`src/rtl/branch_resolution_unit.sv`:
```
// ---------------------------------------------------------------------------
// branch_resolution_unit
//
// Purpose:
//   Tracks in-flight branch predictions in an in-order FIFO and retires them
//   against execute-side resolutions. Each resolution produces a one-cycle
//   training pulse for the global/local predictors and, when the two
//   component predictors disagreed, a training pulse for the tournament
//   chooser. A mispredicted branch starts a one-cycle FLUSH. During FLUSH
//   the pipeline is squashed, fetch is redirected and all younger
//   predictions are discarded.
//
// Parameters:
//   DEPTH  number of in-flight predictions (power of 2, >= 2)
//   PC_W   width of PCs and branch targets
//
// Ports:
//   clk, rst                 clock (rising edge), async active-low reset
//   pred_valid/pred_ready    fetch-side prediction record handshake
//   pred_pc, pred_taken,     predicted branch PC, final direction, target,
//   pred_target, glob_pred,  and the votes of the global and local
//   local_pred               component predictors
//   res_valid, res_br_en,    resolution of the oldest in-flight branch
//   res_target
//   upd_ld, upd_pc,          predictor training pulse (one cycle after
//   upd_br_en                the resolution)
//   chooser_ld, chooser_dir  chooser training pulse (1 = favour global)
//   flush, redirect_pc       pipeline squash and refetch address
//   resolved_cnt,            performance counters
//   mispred_cnt
//
// Configuration:
//   BRU_PERF_CNT_EN  when defined, resolved_cnt / mispred_cnt count
//                    resolutions and mispredictions (wrapping). When it is
//                    undefined, both outputs are tied to zero and no
//                    counter flops exist.
// ---------------------------------------------------------------------------
module branch_resolution_unit #(
    parameter int DEPTH = 4,
    parameter int PC_W  = 32
) (
    input  logic            clk,
    input  logic            rst,
    input  logic            pred_valid,
    input  logic [PC_W-1:0] pred_pc,
    input  logic            pred_taken,
    input  logic [PC_W-1:0] pred_target,
    input  logic            glob_pred,
    input  logic            local_pred,
    output logic            pred_ready,
    input  logic            res_valid,
    input  logic            res_br_en,
    input  logic [PC_W-1:0] res_target,
    output logic            upd_ld,
    output logic [PC_W-1:0] upd_pc,
    output logic            upd_br_en,
    output logic            chooser_ld,
    output logic            chooser_dir,
    output logic            flush,
    output logic [PC_W-1:0] redirect_pc,
    output logic [31:0]     resolved_cnt,
    output logic [31:0]     mispred_cnt
);

    localparam int PTR_W = $clog2(DEPTH);
    localparam int CNT_W = $clog2(DEPTH + 1);
    localparam logic [CNT_W-1:0] FULL_COUNT = CNT_W'(DEPTH);

    typedef enum logic {
        RUN   = 1'b0,
        FLUSH = 1'b1
    } state_t;

    state_t state;
    state_t next_state;

    // Prediction record storage, one field per array
    logic [PC_W-1:0] fifo_pc     [DEPTH];
    logic            fifo_taken  [DEPTH];
    logic [PC_W-1:0] fifo_target [DEPTH];
    logic            fifo_glob   [DEPTH];
    logic            fifo_local  [DEPTH];

    logic [PTR_W-1:0] wr_ptr;
    logic [PTR_W-1:0] rd_ptr;
    logic [CNT_W-1:0] count;

    logic            head_taken;
    logic [PC_W-1:0] head_pc;
    logic [PC_W-1:0] head_target;
    logic            head_glob;
    logic            head_local;

    logic push;
    logic resolve;
    logic mispredict;
    logic flush_start;

    // Fields of the oldest in-flight prediction
    assign head_pc     = fifo_pc[rd_ptr];
    assign head_taken  = fifo_taken[rd_ptr];
    assign head_target = fifo_target[rd_ptr];
    assign head_glob   = fifo_glob[rd_ptr];
    assign head_local  = fifo_local[rd_ptr];

    // A resolution only counts when a branch is actually in flight. It is
    // ignored during the squash cycle.
    assign resolve    = res_valid && (count != '0) && (state == RUN);
    assign push       = pred_valid && pred_ready;

    // A not-taken branch has no meaningful target, so the target is
    // compared only when the branch was actually taken.
    assign mispredict = (res_br_en != head_taken) ||
                        (res_br_en && (res_target != head_target));
    assign flush_start = resolve && mispredict;

    // State register
    always_ff @(posedge clk or negedge rst) begin
        if (!rst) begin
            state <= RUN;
        end else begin
            state <= next_state;
        end
    end

    // Next state and state-derived outputs. FLUSH always lasts exactly one
    // cycle.
    always_comb begin
        next_state = state;
        flush      = 1'b0;
        pred_ready = 1'b0;
        case (state)
            RUN: begin
                pred_ready = (count != FULL_COUNT);
                if (flush_start) begin
                    next_state = FLUSH;
                end
            end
            FLUSH: begin
                flush      = 1'b1;
                next_state = RUN;
            end
            default: begin
                next_state = RUN;
            end
        endcase
    end

    // Record storage needs no reset; occupancy is tracked by count.
    always_ff @(posedge clk) begin
        if (push) begin
            fifo_pc[wr_ptr]     <= pred_pc;
            fifo_taken[wr_ptr]  <= pred_taken;
            fifo_target[wr_ptr] <= pred_target;
            fifo_glob[wr_ptr]   <= glob_pred;
            fifo_local[wr_ptr]  <= local_pred;
        end
    end

    // Pointers and occupancy. A mispredict discards every younger record.
    // This includes a push offered in the resolving cycle, so the FIFO is
    // already empty when FLUSH is entered.
    always_ff @(posedge clk or negedge rst) begin
        if (!rst) begin
            wr_ptr <= '0;
            rd_ptr <= '0;
            count  <= '0;
        end else if (flush_start) begin
            wr_ptr <= '0;
            rd_ptr <= '0;
            count  <= '0;
        end else begin
            if (push) begin
                wr_ptr <= wr_ptr + PTR_W'(1);
            end
            if (resolve) begin
                rd_ptr <= rd_ptr + PTR_W'(1);
            end
            case ({push, resolve})
                2'b10:   count <= count + CNT_W'(1);
                2'b01:   count <= count - CNT_W'(1);
                default: count <= count;
            endcase
        end
    end

    // Training pulses, registered one cycle after the resolution. The
    // chooser is only trained when the two component predictors disagreed.
    always_ff @(posedge clk or negedge rst) begin
        if (!rst) begin
            upd_ld      <= 1'b0;
            upd_pc      <= '0;
            upd_br_en   <= 1'b0;
            chooser_ld  <= 1'b0;
            chooser_dir <= 1'b0;
        end else begin
            upd_ld     <= resolve;
            chooser_ld <= resolve && (head_glob != head_local);
            if (resolve) begin
                upd_pc      <= head_pc;
                upd_br_en   <= res_br_en;
                chooser_dir <= (head_glob == res_br_en);
            end
        end
    end

    // Refetch address, captured at the resolving edge and held afterwards.
    // The fall-through address wraps modulo 2^PC_W.
    always_ff @(posedge clk or negedge rst) begin
        if (!rst) begin
            redirect_pc <= '0;
        end else if (flush_start) begin
            redirect_pc <= res_br_en ? res_target : head_pc + PC_W'(4);
        end
    end

`ifdef BRU_PERF_CNT_EN
    // Free-running performance counters that wrap naturally at 2^32
    always_ff @(posedge clk or negedge rst) begin
        if (!rst) begin
            resolved_cnt <= '0;
            mispred_cnt  <= '0;
        end else if (resolve) begin
            resolved_cnt <= resolved_cnt + 32'd1;
            if (mispredict) begin
                mispred_cnt <= mispred_cnt + 32'd1;
            end
        end
    end
`else
    assign resolved_cnt = '0;
    assign mispred_cnt  = '0;
`endif

endmodule

```
`config.mk`:
```
export PLATFORM = sky130hd
export DESIGN_NAME = branch_resolution_unit
export DESIGN_NICKNAME = d
export VERILOG_FILES = /design/src/rtl/branch_resolution_unit.sv
export SDC_FILE = /design/constraint.sdc
export NUM_CORES = 1
export LEC_CHECK = 0
export CORE_MARGIN = 2
export CORE_UTILIZATION = 54
export DETAILED_ROUTE_END_ITERATION = 12
export PLACE_DENSITY = 0.8
export SLEW_MARGIN = 20
export SYNTH_ARGS = -nofsm -noshare
export SYNTH_HDL_FRONTEND = slang
export SYNTH_SLANG_ARGS = --single-unit
```
`constraint.sdc`:
```
create_clock -name clk -period 3.5 [get_ports clk]
set_input_delay 0.7 -clock clk [delete_from_list [all_inputs] [get_ports clk]]
set_output_delay 0.7 -clock clk [all_outputs]
set_load 0.02 [all_outputs]
```
==> flow_summary.toml, run 1 <==
[worst_setup_path]
start_kind = "flop"
crit_fanout = 19
cp-end-kind = "flop"
cp-startpoint = "rd_ptr[1]"
worstSetupPathType = "flop to flop"
required_ns = 3.88
rrSetupSlack_ns = 0.15
r2r-start = "rd_ptr[1]"
arrival_ns = 3.73
r2r_cells = 9

[final_layout]
regArea_um2 = 9960
drive_gt1_share_pct = 14.9
area_growth_pct = 21.8
finish.net_count = 1252
fillers = 1840
layout_common_cells = "edfxtp_1 (268), clkdlybuf4s50_1 (171), nand2_1 (146)"
final_common_cell = "edfxtp_1"
stdcell_count = 1512
multi_input_area_um2 = 4280

[timing]
timing.final.ws_setup_ns = 0.151
post-route-period-util_pct = 95.7
fmax_ghz = 0.299
hold_viol = 0
period_minus_slack_ns = 3.35
tightest_slew_ns = 0.724
slew-limit-headroom_pct = 51.4
fin_skew_ns = 0.0201
slew_violations = 0
tns_ns = 0
setup_viol_count_final = 0
hold_slack_ns = 0.163
rsz0062_at_grt = "no"

[cts]
cts_max_level = 2
clock_path_buffers = 3
cts_tree = "yes"
path_clk_slew_ns = 0.06
numCtsBuffers = 36
cts_root_buf = "clkbuf_16"
clock-sinks = 344
clock_latency_ns = 0.52

[power]
clkPwrFrac_pct = 24.2
irDropWorstVdd_v = 0.000521
switching_share_pct = 32.9
power_switching_w = 0.00492
p_per_area_nw_per_um2 = 833
internal_power_w = 0.0100
finalPower_w = 0.0149
p_leak_nw = 6.53
p_seq_share_pct = 39.4
combinationalPowerShare_pct = 36.4

[grt]
antenna_found_initial = 1
grt_remaining_overflow = 0
grt_start_max_net_pins = 68
grt_pass1_wl_um = 51300
grt.total_usage_pct = 24.2
first_global_vias = 8436

[route]
wl_per_cell_um = 22.5
drc = 0
drtIter0Drc = 765
dr.pass1.iters = 5
ant_nets = 0
vias = 8526
via_per_inst = 5.64
wl_um = 34000

[floorplanning]
fp.dieW_um = 169
initial_core_util_pct = 54.8
dieArea_um2 = 28600
pin_count = 238
row_count = 60
core_area_um2 = 26900
die_h_um = 169

[place]
place_inst = 1438
pre_cts_ws_ns = 0.0138
place_congestion = 0.867
portBuffers = 173
dp_hpwl_um = 23100

[status]
status = "finished clean"

[flow_run]
cap_violations = 0

[logic_synthesis]
yosysSeqAreaShare_pct = 67.5
ys_types = 58
syn_area_um2 = 14700
avgSynthCellArea_um2 = 15.8
synth_flop_cell = "edfxtp_1"
synth-seq-cells = 344
synth_edf_count = 268
yosysWarnings = 0
synthCells = 930
async_flop_share_pct = 22.1

[hold_path]
hp-class = "input pin to async pin"
-- sequential cells by signal, indices dropped and copies added, names as in the netlist, 2 cells and up --
signal and flops:
fifo_pc 128, fifo_target 128, redirect_pc 32, upd_pc 32, fifo_glob 4, fifo_local 4
fifo_taken 4, count 3, rd_ptr 2, wr_ptr 2
-- critical path: stages, from the launching register on --
cell and delay, ns:
dfrtp_4 0.63, buf_12 0.22, mux4_2 0.33, xnor2_1 0.16, nand4_1 0.26, nor4_1 0.45, nand4_1 0.29, o211ai_4 0.27
buf_12 0.21, mux2_1 0.35
-- synthesized netlist by cell type, drive strengths merged (3+ instances only) --
cell | n | share of area, %
mux2i | 22 | 1.5
nand2 | 146 | 3.7
ha | 5 | 0.42
nor4 | 5 | 0.25
inv | 13 | 0.33
mux2 | 37 | 2.8
nor3 | 7 | 0.27
mux4 | 60 | 9.2
nor3b | 3 | 0.15
nor2 | 12 | 0.31
and2 | 15 | 0.64
nand3 | 9 | 0.31
xor2 | 19 | 1.1
nand4 | 14 | 0.59
o21ai | 28 | 0.95
dfrtp | 76 | 13
buf | 92 | 4.5
a21oi | 4 | 0.14
clkbuf | 10 | 0.25
and3 | 10 | 0.42
edfxtp | 268 | 55
xnor2 | 40 | 2.4
-- what timing repair did --
item,in CTS,in global routing
setup buffers,1,6
hold buffers,0,0
endpoints found under the setup margin,24,24
hold endpoints to repair,0,0
gates resized for setup,0,0
-- per-stage QoR --
stage                     util, %  cell area, um2
after floorplan                 -           15000
after global placement       62.3           16700
after detailed placement     62.3           16700
after CTS                    66.6           17900
after global routing         66.8           17900
final                        66.8           18000
-- cell families after synthesis --
| family | share of synthesized area, % |
|---|---|
| multiplexers | 13.5 |
| flip-flops | 67.5 |
| AND/OR/NAND/NOR | 7.12 |
| adder cells (fa/ha/maj) | 0.560 |
| other | 0.0255 |
| buffers and inverters | 5.15 |
| XOR/XNOR | 3.51 |
| AO/OA/AOI/OAI | 2.62 |
-- power groups by stage --
stage | Combinational (W) | Sequential [W] | Clock [W]
final | 0.00545 | 0.00589 | 0.00361
after global routing | 0.00583 | 0.00597 | 0.00385
after CTS | 0.00541 | 0.00593 | 0.00368
after detailed placement | 0.00528 | 0.00603 | 0
after global placement | 0.00520 | 0.00599 | 0
after floorplan | 0.00300 | 0.00628 | 0
-- routing by layer --
layer / track usage (%) / vias up / part of all wire, % / wire (um)
li1: - / 3769 / - / -
met1: 33.7 / 4254 / 40 / 13600
met2: 38.6 / 454 / 49 / 16600
met3: 5.20 / 49 / 8.7 / 2950
met4: 7.73 / 0 / 2.7 / 919
met5: 0 / - / 0 / 0
-- cell type report --
type	count	share of cell area, %
Clock buffer	54	5.80
Clock inverter	12	0.502
Sequential cell	344	55.5
Antenna cell	1	0.0139
Inverter	14	0.293
Multi-Input combinational cell	533	23.8
Timing Repair Buffer	213	11.7
Tap cell	341	2.38
-- final timing paths --
path,to
min in group clk,upd_pc[27]
worst min register to register,upd_pc[27]
max in group asynchronous,upd_pc[3]
worst min-delay path,upd_pc[30]
worst max-delay path,redirect_pc[14]
worst max register to register,redirect_pc[14]
(Power assumes the default switching activity.)
==> run 2, diff against run 1 <==
--- a/config.mk
+++ b/config.mk
@@ -5,10 +5,11 @@
 export SDC_FILE = /design/constraint.sdc
 export NUM_CORES = 1
 export LEC_CHECK = 0
+export ABC_AREA = 1
 export CORE_MARGIN = 2
-export CORE_UTILIZATION = 54
+export CORE_UTILIZATION = 55
 export DETAILED_ROUTE_END_ITERATION = 12
-export PLACE_DENSITY = 0.8
+export PLACE_DENSITY = 0.81
 export SLEW_MARGIN = 20
 export SYNTH_ARGS = -nofsm -noshare
 export SYNTH_HDL_FRONTEND = slang
==> constraint.sdc (replaced) <==
create_clock -name clk -period 3.5 [get_ports clk]
set_input_delay 0.35 -clock clk [delete_from_list [all_inputs] [get_ports clk]]
set_output_delay 0.35 -clock clk [all_outputs]
set_load 0.02 [all_outputs]
==> flow_summary.toml, run 2 <==
[status]
status = "finished clean"

[logic_synthesis]
synth_flop_cell = "edfxtp_1"
synth-seq-cells = 344
ys_types = 35
yosysSeqAreaShare_pct = 61.6
synth.most_common_cell = "nand2_1"
async_flop_share_pct = 22.1
syn_area_um2 = 16200
yosysWarnings = 0
yosysTopAreaCell = "edfxtp_1"
synth_top_area_share_pct = 49.8
netlist_top_cells_area = "edfxtp_1 (50%), nand2_1 (19%), dfrtp_1 (12%)"
synth.top_cells.by_count = "nand2_1 (808), edfxtp_1 (268), nand3_1 (159)"
synth_edf_count = 268
synthCells = 1727
avgSynthCellArea_um2 = 9.36

[final_layout]
final_cell_area_um2 = 19100
drive_gt1_share_pct = 4.81
diodes = 0
final_common_cell = "nand2_1"
top_regs = "fifo_pc (128), fifo_target (128)"
layout_common_cells = "nand2_1 (808), edfxtp_1 (268), clkdlybuf4s50_1 (172)"
area_growth_pct = 18.1
finish.net_count = 1998
fillers = 2193
stdcell_count = 2296

[cts]
post-cts-setup-buffers = 0
hold_buffers = 1
clock_path_buffers = 3
cts_root_buf = "clkbuf_16"
cts_max_level = 2
clock-sinks = 344
path_clk_slew_ns = 0.06
cts-resized-gates = 0
numCtsBuffers = 35
clock_latency_ns = 0.51
cts_tree = "yes"

[grt]
first_global_vias = 12145
grt.total_usage_pct = 28.5
grt_pass1_wl_um = 67100
grt_start_max_net_pins = 92
antenna_found_initial = 1
grt_remaining_overflow = 0

[power]
irDropWorstVdd_v = 0.000492
p_per_area_nw_per_um2 = 863
p_leak_nw = 8.07

[route]
dr.pass1.iters = 6
vias = 12649
wl_um = 43700
wl_per_cell_um = 19.0
drtIter0Drc = 1660
ant_nets = 0
drc = 0
via_per_inst = 5.51

[place]
dpl_cell_area_um2 = 18000
pre_cts_ws_ns = 0.660
place_congestion = 0.954
place_inst = 2234
dp_hpwl_um = 29900
portBuffers = 173

[worst_setup_path]
worstSetupPathType = "flop to flop"
worstReg2RegEnd = "redirect_pc[23]"
critPathMostFrequentCell = "nand2_1"
path_buf_inv = 3
cpLargestDelayFamily = "simple AND/OR/NAND/NOR gates"
r2r-start = "rd_ptr[0]"
critical_path.max_stage_delay_ns = 0.57
cp_slowest_cell = "dfrtp_4"
cp-startpoint = "rd_ptr[0]"
r2r_cells = 14
rrSetupSlack_ns = 0.49
required_ns = 3.95
arrival_ns = 3.46
start_kind = "flop"
crit_fanout = 80
path_cells = "clkinv_2 -> buf_12 -> nand2_1 -> nand3_1 -> nand2_1 -> nor2_1 -> nor2_1 -> nand2_1 -> nor2_1 -> nand3_1 -> o21ai_4 -> buf_4 -> nand2_1 -> nand2_1"
cp-end-kind = "flop"

[floorplanning]
pin_count = 238
row_count = 62
die_h_um = 175
fp.dieW_um = 175
dieArea_um2 = 30800
core_area_um2 = 28800
initial_core_util_pct = 56.2

[timing]
slew_violations = 0
period_minus_slack_ns = 3.01
tightest_slew_ns = 1.02
hold_viol = 0
rsz0062_at_grt = "no"
post-route-period-util_pct = 86.1
timing.final.ws_setup_ns = 0.488
fmax_ghz = 0.332
setup_viol_count_final = 0
slew-limit-headroom_pct = 32.0
fin_skew_ns = 0.0154

[hold_path]
hp-class = "input pin to async pin"

[flow_run]
cap_violations = 0
==> run 2: worst max path at each step <==
stage	slack [ns]	to	cells past startpoint
after floorplan	-1.09	fifo_glob[0]	3
after global placement	0.73	redirect_pc[4]	15
after detailed placement	0.66	redirect_pc[7]	14
after CTS	0.62	redirect_pc[23]	15
after global routing	0.37	redirect_pc[23]	15
final	0.49	redirect_pc[23]	14
==> run 2: area by class of cell <==
type	instances	area [um2]	area share, %
sequential	344	9950	52.2
multi-input combinational	1258	5350	28.0
inverter	52	196	1.03
timing repair buffer	197	2020	10.6
tap	384	480	2.52
clock inverter	8	62.6	0.328
clock buffer	53	1020	5.32
==> run 2: per-stage QoR <==
| stage | power (W) | hold WS (ns) | setup TNS (ns) | util [%] |
|---|---|---|---|---|
| after global placement | 0.0127 | 0.453 | 0 | 62.5 |
| after detailed placement | 0.0129 | 0.470 | 0 | 62.5 |
| after CTS | 0.0165 | 0.452 | 0 | 66.3 |
| after floorplan | 0.0104 | 0.0544 | -291.81 | - |
| after global routing | 0.0174 | 0.481 | 0 | 66.3 |
| final | 0.0165 | 0.454 | 0 | 66.3 |
==> run 2: cells by family after synthesis <==
family	after synthesis	synth area share, %
XOR/XNOR	14	0.759
buffers and inverters	188	6.98
flip-flops	344	61.6
other	1	0.0232
AO/OA/AOI/OAI	76	2.65
adder cells (fa/ha/maj)	6	0.511
AND/OR/NAND/NOR	1098	27.5
==> run 2: routing by layer <==
layer / global-route usage (%) / wire length, um / part of all wire (%)
met5: 0 / 0 / 0
met4: 11.1 / 1740 / 4.0
met3: 4.50 / 4090 / 9.3
met2: 46.4 / 20600 / 47
met1: 38.7 / 17300 / 40
==> run 2: power by group <==
group / switching, W / internal [W]
combinational: 0.00480 / 0.00223
sequential: 0.000461 / 0.00544
clock: 0.00146 / 0.00207
total: 0.00672 / 0.00975
